**config.mk**
```make
export PLATFORM = sky130hd
export DESIGN_NAME = led_pattern_seq
export DESIGN_NICKNAME = d
export VERILOG_FILES = /design/src/rtl/led_pattern_seq.sv
export SDC_FILE = /design/constraint.sdc
export NUM_CORES = 1
export LEC_CHECK = 0
export CAP_MARGIN = 25
export CORE_MARGIN = 5
export CORE_UTILIZATION = 48
export DETAILED_ROUTE_END_ITERATION = 12
export GPL_TIMING_DRIVEN = 0
export PLACE_DENSITY = 0.76
export SLEW_MARGIN = 15
export SYNTH_ARGS = -nofsm -noshare
export SYNTH_HDL_FRONTEND = slang
export SYNTH_SLANG_ARGS = --single-unit
export TNS_END_PERCENT = 1
```
**constraint.sdc**
```tcl
create_clock -name CLK -period 2.09 [get_ports CLK]
set_clock_uncertainty 0.2 [all_clocks]
set_input_delay 0.627 -clock CLK [delete_from_list [all_inputs] [get_ports CLK]]
set_output_delay 0.627 -clock CLK [all_outputs]
set_load 0.02 [all_outputs]
```
**src/rtl/led_pattern_seq.sv**
```systemverilog
// led_pattern_seq
//   Multi-channel LED pattern sequencer. Every channel holds a runtime-writable
//   PATTERN_LEN-bit pattern. A shared prescaler produces one step per TICK_DIV
//   clocks, and each channel's LED shows the pattern bit of the current step.
//   Modes: 0 REPEAT, 1 ONESHOT, 2 OFF, 3 ON.
//
// Optional feature: define LED_PATTERN_SEQ_PWM_EN to add a 4-bit `bright` input.
//   A free-running 4-bit PWM counter then dims every LED output, ON mode
//   included.
//
// Ports
//   CLK      in   system clock, rising edge
//   RST      in   asynchronous reset, active high
//   mode     in   [1:0] playback mode
//   start    in   one-cycle pulse; starts or restarts ONESHOT playback
//   wr_en    in   pattern write strobe
//   wr_ch    in   [3:0] target channel; channels >= CHANNELS are ignored
//   wr_data  in   [PATTERN_LEN-1:0] new pattern; bit i is shown during step i
//   bright   in   [3:0] PWM duty in sixteenths (only with LED_PATTERN_SEQ_PWM_EN)
//   LED      out  [CHANNELS-1:0] registered LED drive, 1 = lit
//   busy     out  ONESHOT playback in progress
//   step     out  current step index
//   tick     out  one-cycle pulse in the cycle before each step advance
module led_pattern_seq #(
    parameter int          CHANNELS     = 1,
    parameter int          PATTERN_LEN  = 32,
    parameter int          TICK_DIV     = 2097152,
    parameter logic [63:0] INIT_PATTERN = 64'h0000_0000_0000_F00A
) (
    input  logic                           CLK,
    input  logic                           RST,
    input  logic [1:0]                     mode,
    input  logic                           start,
    input  logic                           wr_en,
    input  logic [3:0]                     wr_ch,
    input  logic [PATTERN_LEN-1:0]         wr_data,
`ifdef LED_PATTERN_SEQ_PWM_EN
    input  logic [3:0]                     bright,
`endif
    output logic [CHANNELS-1:0]            LED,
    output logic                           busy,
    output logic [$clog2(PATTERN_LEN)-1:0] step,
    output logic                           tick
);

    localparam int SW = $clog2(PATTERN_LEN);
    localparam int DW = $clog2(TICK_DIV);
    localparam logic [DW-1:0] DIV_LAST  = DW'(TICK_DIV - 1);
    localparam logic [SW-1:0] STEP_LAST = SW'(PATTERN_LEN - 1);

    localparam logic [1:0] MODE_REPEAT  = 2'd0;
    localparam logic [1:0] MODE_ONESHOT = 2'd1;
    localparam logic [1:0] MODE_OFF     = 2'd2;

    logic [DW-1:0]                         div_q, div_d;
    logic [SW-1:0]                         step_q, step_d;
    logic                                  busy_q, busy_d;
    logic [CHANNELS-1:0]                   led_q, led_d;
    logic [CHANNELS-1:0][PATTERN_LEN-1:0]  pat_q;
    logic                                  tick_w;
    logic                                  restart_w;

    assign tick_w    = (div_q == DIV_LAST);
    // start only has meaning in ONESHOT; elsewhere it is dropped.
    assign restart_w = start && (mode == MODE_ONESHOT);

    // Prescaler, step counter and busy flag.
    always_comb begin
        div_d  = div_q + DW'(1);
        step_d = step_q;
        busy_d = busy_q;
        if (tick_w) begin
            div_d = '0;
            if (step_q == STEP_LAST) begin
                step_d = '0;
                busy_d = 1'b0;
            end else begin
                step_d = step_q + SW'(1);
            end
        end
        // A restart overrides a coincident tick: the run begins at step 0.
        if (restart_w) begin
            div_d  = '0;
            step_d = '0;
            busy_d = 1'b1;
        end
        if (mode != MODE_ONESHOT) busy_d = 1'b0;
    end

`ifdef LED_PATTERN_SEQ_PWM_EN
    logic [3:0] pwm_q;
    logic       pwm_lit;

    assign pwm_lit = (pwm_q < bright);

    always_ff @(posedge CLK or posedge RST) begin
        if (RST) pwm_q <= '0;
        else     pwm_q <= pwm_q + 4'd1;
    end
`endif

    // LED next value: uses the current (pre-edge) pattern, step and busy, so a
    // pattern written on a tick edge shows at the new step one cycle later.
    always_comb begin
        led_d = '0;
        for (int c = 0; c < CHANNELS; c++) begin
            case (mode)
                MODE_REPEAT:  led_d[c] = pat_q[c][step_q];
                MODE_ONESHOT: led_d[c] = busy_q & pat_q[c][step_q];
                MODE_OFF:     led_d[c] = 1'b0;
                default:      led_d[c] = 1'b1;
            endcase
        end
`ifdef LED_PATTERN_SEQ_PWM_EN
        led_d = led_d & {CHANNELS{pwm_lit}};
`endif
    end

    always_ff @(posedge CLK or posedge RST) begin
        if (RST) begin
            div_q  <= '0;
            step_q <= '0;
            busy_q <= 1'b0;
            led_q  <= '0;
        end else begin
            div_q  <= div_d;
            step_q <= step_d;
            busy_q <= busy_d;
            led_q  <= led_d;
        end
    end

    // Pattern registers; a write to a channel that does not exist matches none.
    always_ff @(posedge CLK or posedge RST) begin
        if (RST) begin
            for (int c = 0; c < CHANNELS; c++) pat_q[c] <= INIT_PATTERN[PATTERN_LEN-1:0];
        end else begin
            for (int c = 0; c < CHANNELS; c++) begin
                if (wr_en && (wr_ch == 4'(c))) pat_q[c] <= wr_data;
            end
        end
    end

    assign LED  = led_q;
    assign busy = busy_q;
    assign step = step_q;
    assign tick = tick_w;

endmodule

```
# Word-level counts from Yosys, hierarchy flattened
# Index checks and enable logic that the tools add are counted.
# classes
addsub	2
n_lt_le_gt_ge	1
n_eq_ne	5
muxes	12
bitwise_logic	1
n_reduce_logical	8
# ops
cell	n
$mux W21	2
$add A21 B1 Y21 const B	1
$eq A21 B21 Y1 const B	1
$mux W5	3
$lt A5 B6 Y1 const B	1
$reduce_bool A3 Y1	2
$add A5 B1 Y5 const B	1
$bmux W1 S5	1
$eq A5 B5 Y1 const B	1
$mux W1	5
$logic_not A4 Y1	1
$pmux W1 S3	1
$eq A2 B1 Y1 const B	1
$eq A2 B2 Y1 const B	1
$logic_and A1 B1 Y1	2
$logic_not A2 Y1	1
$ne A2 B1 Y1 const B	1
$reduce_and A2 Y1	1
$reduce_bool A2 Y1	1
$and A1 B1 Y1	1
# totals
register_bits	60
input_bits	42
output_inout_bits	8
elab_cells	34

# Depth between registers and ports, before layout
# Gate-level depths: netlist (run 1).
# depth
word_depth	5
mapped_depth	8
mapped_depth_nobuf	6

# Worst setup path before layout (run 1)
# Ideal clock, no wire load.
# synth_path
path_type	flip-flop to flip-flop
startpoint	reg step_q[0], in the netlist step[0]
endpoint	reg led_q, in the netlist LED
setup_ns	0.132
arrival_time_ns	1.942
required_time_ns	1.758
slack_ns	-0.184
stages_incl_launch_ff	8
path_buffers	2
synth_period_minus_slack_ns	2.274
cell_sequence	dfrtp_1 -> clkbuf_1 -> clkbuf_8 -> mux4_2 -> mux2i_1 -> nor2_1 -> a211oi_1 -> a21oi_1
# synth_via
elab_chain_len	4
# synth_lines
element	line_no	text
from (decl)	56	logic [SW-1:0] step_q, step_d;
from (signal assigned)	127	step_q <= step_d;
$bmux W1 S5 *	108, 109	
$mux W1 (implied by the code) *	108, 109	
$and A1 B1 Y1	109	MODE_ONESHOT: led_d[c] = busy_q & pat_q[c][step_q];
$pmux W1 S3 *	107	case (mode)
net led_d	58	logic [CHANNELS-1:0] led_q, led_d;
to (signal assigned)	129	led_q <= led_d;
to (decl)	58	
# The timed path passes the listed nets; every way through them passes the cells marked *. The select of a mux whose other input is x is not followed.
# A chain may end at the register's enable or synchronous reset.

# Final worst setup path (run 1)
# layout_path
startpoint	reg div_q[17]
endpoint	out tick
# layout_via
elab_chain_len	1
# layout_lines
element	line_no	text
from (decl)	55	logic [DW-1:0] div_q, div_d;
from (signal assigned)	126	div_q <= div_d;
$eq A21 B21 Y1	63	assign tick_w = (div_q == DIV_LAST);
to (decl)	43	output logic tick
# No other way between the ends.

==> impl_metrics.csv, run 1 <==
group,metric,value,unit
power,irDropWorstVdd,0.554,mV
logic_synthesis,synth_edf_count,0,
logic_synthesis,avgSynthCellArea,12.3,sq um
drt,viasPerCell,5.32,
worst_setup_path,cp_slowest_cell,"dfrtp_1",
sta,drv_slew,0,
logic_synthesis,synth_fa_ha_area_share,1.29,%
worst_setup_path,worstPathCellList,"and4_4 -> and3_4 -> and4_4 -> buf_6",
layout,n_antenna_cell,0,
logic_synthesis,synth_xor_area_share,5.70,%
drt,wl,6.04,mm
worst_setup_path,worstSetupPathType,"reg -> out",
floorplanning,core,5920,sq um
sta,post-route-period-util,108,%
logic_synthesis,yosys.area_share.simple,15.3,%
placement,dpl.cell_count,363,
layout,layout.nets,363,
logic_synthesis,syn_nets,283,
floorplanning,ioPinCount,50,
layout,final_common_cell,"dfrtp_1",
cts,path_clk_slew,60,ps
sta,fmax,442,MHz
worst_setup_path,crit_top_cell,"and4_4",
cts,cts_hold_buf,0,
logic_synthesis,yosys.cell_types.count,42,
logic_synthesis,yosys_warnings,0,
placement,dp_hpwl,4.08,mm
power,intPower,2.28,mW
cts,cts_inserted_buffers,9,
power,switchingPower,0.743,mW
floorplanning,start_util,49.3,%
layout,final_util,66.9,%
layout,final_cell_mix,"50 x dfrtp_1, 39 x clkdlybuf4s50_1, 36 x mux2_2",
sta,holdWs,301,ps
run_status,violations,"setup timing",
logic_synthesis,muxShareOfSynthArea,19.5,%
power,powerDensity,762,nW/um^2
logic_synthesis,synth_area,2920,sq um
logic_synthesis,synthArstFlopShare,100,%
cts,root_buffer,"clkbuf_8",
floorplanning,die_h,88,um
cts,cts.htree.levels,3,
sta,setup_viol,1,
worst_setup_path,crit_fanout,2,
drt,drc,0,
sta,worst_pin_slew,626,ps
cts,cts_tree,"built",
grt,grt_pass1_wl,10.2,mm
floorplanning,die_x,88,um
grt,antenna_found_initial,0,
worst_setup_path,crit_arrival,1440,ps
cts,cts_sinks,60,
layout,final_cell_area,3960,sq um
drt,ant_nets,0,
power,pwr-share-comb,17.9,%
worst_setup_path,start_kind,"register",
logic_synthesis,ys_ff_latch,60,
floorplanning,die_area,7740,sq um
worst_setup_path,cp.required,1260,ps
grt,grt_usage,17.1,%
worst_hold_path,hold_class,"reg -> reg",
layout,syn2layout_area_growth,35.7,%
grt,grt_overflow,0,
logic_synthesis,syn_inst,238,
worst_setup_path,end_kind,"primary output",
grt,grt_pass1_vias,2222,
drt,dr.pass1.iters,4,
power,total_power,3.02,mW
drt,num_vias,2113,
layout,final_cells,397,
run,maxCapViolCount,0,
sta,rsz0062_at_grt,"yes",
placement,place_area,3530,sq um
power,clkPwrFrac,32.3,%
power,power_switching_share,24.6,%
sta,hold_viol,0,
power,p_leak,1.78,nW
placement,place_congestion,0.731,
drt,routedWlPerCell,15.2,um
power,pwr-share-seq,49.7,%
placement,io_buffers,49,
cts,clkLatencyLatePin,330,ps
logic_synthesis,seq_area_frac_synth,51.7,%
sta,timing.slew.headroom,58.2,%
floorplanning,fp-row-count,28,
grt,grt_start_max_net_pins,34,
run_status,status,"finished, violations left",
logic_synthesis,synth-compound-area-share,3.13,%
cts,clock_path_buffers,2,
layout,drive_gt1_share,35.4,%
drt,drt_iter0_markers,48,
logic_synthesis,synth_ff_type,"dfrtp_1",
sta,final.min_clock_period,2260,ps
worst_setup_path,critPathMaxStageDelay,360,ps
logic_synthesis,synth_top_family_by_area,"multiplexers",
sta,setup_slack,-174,ps
-- kinds of logic (layout without fill, tap and decap cells) --
family          after synthesis  after routing
fa+ha+maj                     3              3
xor+xnor                     19             19
compound gates               15             15
flops                        60             60
buf+inv                      17            101
mux                          46             46
simple gates                 78             78
-- worst paths after layout --
| check | from | endpoint | slack (ps) | cells past startpoint |
|---|---|---|---|---|
| max | div_q[17] | tick | -170 | 4 |
| min | pat_q[23] | pat_q[23] | 300 | 1 |
| max reg2reg | step[0] | step[2] | 50 | 5 |
| min reg2reg | pat_q[23] | pat_q[23] | 300 | 1 |
| max in group asynchronous | RST | pat_q[15] | 550 | 3 |
| min in group asynchronous | RST | pat_q[30] | 520 | 2 |
-- power groups by stage --
| stage | sequential (mW) | combinational (mW) | clock (mW) |
|---|---|---|---|
| after detailed placement | 1.52 | 0.448 | 0 |
| after global routing | 1.53 | 0.599 | 1.06 |
| after global placement | 1.51 | 0.431 | 0 |
| final | 1.50 | 0.542 | 0.976 |
| after floorplan | 1.49 | 0.302 | 0 |
| after CTS | 1.50 | 0.494 | 0.999 |
-- sequential cells by signal, summed over array words and instances (netlist names) --
| name | flops |
|---|---|
| pat_q | 32 |
| div_q | 21 |
| step | 5 |
| LED | 1 |
| busy | 1 |
-- routing by layer --
layer | GRT usage, % | share of wire [%] | vias to the layer above
li1 | - | - | 1011
met1 | 21.0 | 43 | 1046
met2 | 28.2 | 50 | 47
met3 | 5.17 | 5.5 | 9
met4 | 7.11 | 1.7 | 0
met5 | 0 | 0 | -
-- Yosys cell counts, drive strengths merged, types with 2 or more instances --
library cell	n	area, sq um
mux2	36	405
a21oi	6	30.0
inv	5	18.8
buf	7	43.8
and4	3	26.3
nand4	5	46.3
mux2i	5	50.1
o311ai	2	17.5
dfrtp	54	1350
nor4	2	27.5
clkbuf	5	38.8
xnor2	7	61.3
nor3b	2	15.0
and3	7	46.3
o21ai	3	15.0
ha	3	37.5
mux4	5	113
nor2	28	105
nand2	8	30.0
nor3	3	15.0
dfstp	6	158
xor2	12	105
nand3	12	72.6
-- metrics by stage --
stage | TNS, ps | setup WS [ps]
floorplan | -4230 | -184
global placement | -39350 | -777
detailed placement | -30640 | -784
CTS | -303 | -192
global route | -306 | -224
finish | -174 | -174
-- layout make-up --
| class | instances | area [sq um] |
|---|---|---|
| fill | 455 | 1960 |
| sequential | 60 | 1510 |
| multi-input combinational | 161 | 1350 |
| timing repair buffer | 69 | 643 |
| clock buffer | 14 | 183 |
| buffer | 12 | 148 |
| tap | 75 | 93.8 |
| inverter | 5 | 22.5 |
| clock inverter | 1 | 5.00 |
-- critical path, delay by kind of cell (launching register included) --
kind	cells	cell delay, ps
and+or+nand+nor	3	640
DFF	1	360
buffers and inverters	1	110
-- repair_timing --
item / CTS / global route
pin swaps: 8 / 7
buffers inserted: 12 / 7
resized for setup: 41 / 13
endpoints found under the setup margin: 59 / 43
Power figures use the tool's default switching activity.
==> inputs of run 2 (changes only) <==
CORE_ASPECT_RATIO = 1.25   (was default)
==> run 2 against run 1 <==
Net effect:
- register-to-register slack worse by 80 ps
- fmax hardly changed
- global-route usage fell by 0.40 points
- sequential power barely moved
- largest power group unchanged
- the flow still finishes with violations (setup timing)
- core utilization is 0.34 points higher
- non-clock buffer count decreased by 6
- sequential share of layout area is 0.19 points higher
- critical path depth unchanged
- cell count grew 0.50%
- count of clock-buffer cells in the layout rose by 1
- clock power rose by 2.3%
==> impl_metrics.csv, run 2 (synthesis gave the netlist of run 1 again) <==
group,metric,value,unit
layout,largest_reg_flops,32,
grt,grt_start_max_net_pins,33,
layout,regMostFlops,"pat_q",
power,p_leak,1.75,nW
worst_setup_path,critPathMaxStageDelay,360,ps
cts,cts_hold_buf,0,
layout,final_common_cell,"dfrtp_1",
worst_hold_path,hold_class,"reg -> reg",
worst_setup_path,crit_fanout,3,
placement,io_buffers,49,
floorplanning,die_area,7750,sq um
power,powerDensity,763,nW/um^2
cts,clock_path_buffers,2,
power,switchingPower,0.743,mW
power,power_switching_share,24.7,%
cts,cts_sinks,60,
drt,ant_nets,0,
floorplanning,fp-row-count,31,
drt,wl,5.99,mm
grt,grt_overflow,0,
sta,timing.slew.headroom,61.6,%
power,irDropWorstVdd,0.553,mV
placement,dp_hpwl,4.21,mm
drt,dr_wl_met2,3.07,mm
grt,grt_usage,16.7,%
power,intPower,2.27,mW
layout,final_cell_area,3940,sq um
layout,fill_cells,441,
drt,num_vias,2080,
sta,hold_viol,0,
placement,place_congestion,0.787,
floorplanning,die_x,79.8,um
grt,grt_pass1_vias,2254,
sta,worst_pin_slew,572,ps
sta,rsz0062_at_grt,"yes",
layout,n_antenna_cell,0,
floorplanning,core,5860,sq um
cts,path_clk_slew,70,ps
worst_setup_path,end_kind,"primary output",
layout,drive_gt1_share,32.5,%
placement,dp_slack,-790,ps
floorplanning,ioPinCount,50,
drt,viasPerCell,5.21,
sta,post-route-period-util,108,%
drt,drt_iter0_markers,87,
floorplanning,die_h,97.2,um
power,pwr-share-comb,17.1,%
drt,wl_met1,2.49,mm
layout,syn2layout_area_growth,34.9,%
power,clkPwrFrac,33.2,%
layout,final_cell_mix,"51 x dfrtp_1, 40 x clkdlybuf4s50_1, 36 x mux2_2",
sta,drv_slew,0,
drt,topRoutingLayerUsed,"met4",
run,maxCapViolCount,0,
floorplanning,start_util,49.9,%
worst_setup_path,start_kind,"register",
sta,tns,-202,ps
worst_setup_path,worstPathCellList,"and4_4 -> and3_4 -> and4_1 -> buf_6",
worst_setup_path,worstSetupPathType,"reg -> out",
cts,cts_inserted_buffers,9,
worst_setup_path,cp_slowest_cell,"dfrtp_1",
run_status,violations,"setup timing",
cts,cts_tree,"built",
grt,grt_pass1_wl,10.1,mm
sta,setup_slack,-175,ps
layout,layout.nets,357,
worst_setup_path,crit_arrival,1440,ps
worst_setup_path,cp.required,1260,ps
sta,setup_viol,2,
drt,routedWlPerCell,15.0,um
drt,met3RoutedLength,265,um
cts,cts.htree.levels,3,
drt,dr.pass1.iters,4,
run_status,status,"finished, violations left",
grt,antenna_found_initial,0,
placement,place_area,3560,sq um
sta,fmax,441,MHz
drt,drc,0,
cts,clkLatencyLatePin,340,ps
sta,final.min_clock_period,2270,ps
power,pwr-share-seq,49.8,%
cts,root_buffer,"clkbuf_8",
==> run 2: cell count changes in the layout (fill, tap and decap cells not counted), sizes merged <==
cell / before / now
buf: 30 / 25
dlygate4sd2: 9 / 8
clkdlybuf4s50: 39 / 40
==> run 2: critical path, delay by kind of cell (launching register included) <==
kind / cells / cell delay (ps)
buffers and inverters: 1 / 120
and+or+nand+nor: 3 / 620
DFF: 1 / 360
==> run 2: repair_timing <==
item | CTS | global route
resized for setup | 36 | 16
endpoints found under the setup margin | 60 | 45
setup buffers | 10 | 2
hold endpoints to repair | 0 | 0
pin swaps | 6 | 5
==> run 2: final cells by class <==
cell class	instances	area, sq um	share of cell area (%)
tap	82	103	2.60
clock inverter	1	5.00	0.127
inverter	5	22.5	0.572
multi-input combinational	161	1340	34.0
buffer	12	153	3.87
sequential	60	1510	38.4
clock buffer	15	186	4.73
timing repair buffer	63	619	15.7
==> run 2: layer usage <==
metal | up-vias | track usage [%]
met5 | - | 0
met3 | 15 | 4.73
met4 | 0 | 7.02
li1 | 992 | -
met2 | 52 | 29.0
met1 | 1021 | 18.9
==> run 2: through the flow <==
step / utilization [%] / hold slack (ps) / cells / power (mW)
floorplan: - / 273 / 238 / 1.79
global placement: 60.1 / 285 / 369 / 1.94
detailed placement: 60.9 / 288 / 371 / 1.97
CTS: 66.3 / 304 / 397 / 3.02
global route: 67.3 / 316 / 399 / 3.17
finish: 67.3 / 303 / 399 / 3.01
==> run 2: power groups by stage <==
stage / Sequential [mW] / Clock (mW) / Combinational (mW)
after floorplan: 1.49 / 0 / 0.302
after global placement: 1.51 / 0 / 0.428
after detailed placement: 1.52 / 0 / 0.450
after CTS: 1.49 / 1.02 / 0.507
after global routing: 1.52 / 1.08 / 0.573
final: 1.50 / 0.998 / 0.514
==> run 2: path summary, 6_finish.rpt <==
| path | startpoint | endpoint | slack [ps] | depth (start not counted) |
|---|---|---|---|---|
| worst max-delay path | div_q[14] | tick | -180 | 4 |
| worst min-delay path | pat_q[31] | pat_q[31] | 300 | 1 |
| max in group asynchronous | RST | pat_q[1] | 640 | 4 |
| worst min register to register | pat_q[31] | pat_q[31] | 300 | 1 |
| min in group asynchronous | RST | pat_q[24] | 380 | 2 |
| worst max register to register | div_q[0] | step[2] | -30 | 6 |
==> inputs of run 3 (changes only) <==
==> constraint.sdc (replaced) <==
create_clock -name CLK -period 2.09 [get_ports CLK]
set_clock_uncertainty 0.2 [all_clocks]
set_input_delay 0.418 -clock CLK [delete_from_list [all_inputs] [get_ports CLK]]
set_output_delay 0.418 -clock CLK [all_outputs]
set_load 0.02 [all_outputs]
==> run 3 against run 2 <==
Net effect:
- the flow still finishes with violations (setup timing)
- fmax is 7.6% higher
- critical endpoint unchanged
- critical path type unchanged
- cell count is 1.8% lower
- die area stayed put
- count of clock-buffer cells in the layout is 5 lower
==> impl_metrics.csv, run 3 (synthesis gave the netlist of run 1 again) <==
group,metric,value,unit
sta,drv_slew,0,
grt,grt_pass1_vias,2151,
sta,fmax,475,MHz
grt,grt_start_max_net_pins,61,
drt,drc,0,
placement,place_congestion,0.803,
sta,setup_viol,2,
grt,grt_overflow,0,
layout,regMostFlops,"pat_q",
worst_setup_path,worstSetupPathType,"reg -> out",
floorplanning,core,5860,sq um
sta,post-route-period-util,101,%
worst_setup_path,start_kind,"register",
layout,syn2layout_area_growth,30.9,%
power,p_leak,1.66,nW
sta,hold_viol,0,
drt,wl,5.78,mm
floorplanning,die_area,7750,sq um
worst_setup_path,crit_fanout,4,
layout,n_antenna_cell,0,
cts,cts_tree,"built",
layout,largest_reg_flops,32,
run,maxCapViolCount,0,
layout,multi_input_area,1330,sq um
floorplanning,ioPinCount,50,
worst_setup_path,crit_arrival,1490,ps
sta,final.min_clock_period,2110,ps
power,irDropWorstVdd,0.507,mV
cts,cts_inserted_buffers,9,
worst_hold_path,hold_class,"reg -> reg",
sta,worst_pin_slew,748,ps
layout,final_common_cell,"dfrtp_1",
grt,antenna_found_initial,0,
grt,grt_pass1_wl,9.74,mm
worst_setup_path,end_kind,"primary output",
layout,final_cell_mix,"52 x dfrtp_1, 47 x clkdlybuf4s50_1, 36 x mux2_2",
power,powerDensity,774,nW/um^2
cts,clkLatencyLatePin,330,ps
drt,drt_iter0_markers,68,
floorplanning,fp-row-count,31,
placement,dp_slack,-557,ps
layout,drive_gt1_share,30.6,%
worst_setup_path,worstPathCellList,"and4_1 -> and3_4 -> and4_1 -> buf_4",
drt,viasPerCell,5.22,
worst_setup_path,cp_slowest_cell,"dfrtp_1",
floorplanning,die_x,79.8,um
layout,layout.nets,350,
sta,holdWs,298,ps
cts,clock_path_buffers,2,
placement,dp_hpwl,4.11,mm
sta,setup_slack,-15.1,ps
drt,dr.pass1.iters,4,
placement,io_buffers,49,
worst_setup_path,critPathMaxStageDelay,380,ps
run_status,violations,"setup timing",
grt,grt_usage,15.9,%
cts,root_buffer,"clkbuf_8",
worst_setup_path,crit_top_cell,"and4_1",
layout,final_util,65.3,%
drt,routedWlPerCell,14.7,um
sta,rsz0062_at_grt,"yes",
run_status,status,"finished, violations left",
worst_setup_path,cp.required,1470,ps
floorplanning,start_util,49.9,%
drt,num_vias,2048,
layout,fill_cells,456,
floorplanning,die_h,97.2,um
cts,cts.htree.levels,3,
sta,timing.slew.headroom,50.2,%
layout,layout.area.seq,1510,sq um
drt,ant_nets,0,
cts,cts_sinks,60,
cts,path_clk_slew,60,ps
[run 3: worst max-delay path, delay by kind of cell, from the launching register on]
kind	cells	cell delay (ps)
simple gates	3	640
buf+inv	1	140
flops	1	380
[run 3: worst paths after layout]
| kind | start | endpoint | slack (ps) | depth (start not counted) |
|---|---|---|---|---|
| worst max-delay path | div_q[15] | tick | -20 | 4 |
| worst min register to register | div_q[0] | div_q[0] | 300 | 1 |
| worst max register to register | div_q[1] | step[2] | 0 | 6 |
| min in group asynchronous | RST | div_q[4] | 370 | 2 |
| worst min-delay path | div_q[0] | div_q[0] | 300 | 1 |
| max in group asynchronous | RST | div_q[0] | 790 | 2 |
[run 3: report_power, final]
| part | switching (mW) | internal, mW |
|---|---|---|
| Sequential | 0.135 | 1.37 |
| Combinational | 0.164 | 0.314 |
| Clock | 0.432 | 0.540 |
[run 3: routing by layer]
layer | vias to the layer above | share of wire, % | GRT usage, %
li1 | 983 | - | -
met1 | 1014 | 40 | 18.4
met2 | 43 | 53 | 27.1
met3 | 8 | 5.1 | 4.17
met4 | 0 | 1.2 | 7.28
met5 | - | 0 | 0
[run 3: final cells by class]
cell class,count,share of cell area (%)
buffer,12,3.50
clock buffer,10,3.34
clock inverter,6,1.44
inverter,5,0.556
multi-input combinational,161,34.8
sequential,60,39.5
tap,82,2.68
timing repair buffer,56,14.1
[run 3: metrics by stage]
stage	TNS [ps]	instance area [sq um]	power (mW)	instances
6_report	-16.0	3820	2.96	392
5_1_grt	-266	3820	3.12	392
4_1_cts	-148	3760	2.97	388
3_5_place_dp	-21370	3530	1.98	369
3_3_place_gp	-81290	3530	1.96	369
2_1_floorplan	-622	2940	1.80	238
[run 3: repair_timing]
action	4_1_cts	5_1_grt
cloned	0	0
endpoints found under the hold margin	0	0
buffers inserted	3	4
resized for setup	15	14
hold buffers	0	0
pin swaps	5	6
endpoints found under the setup margin	53	45
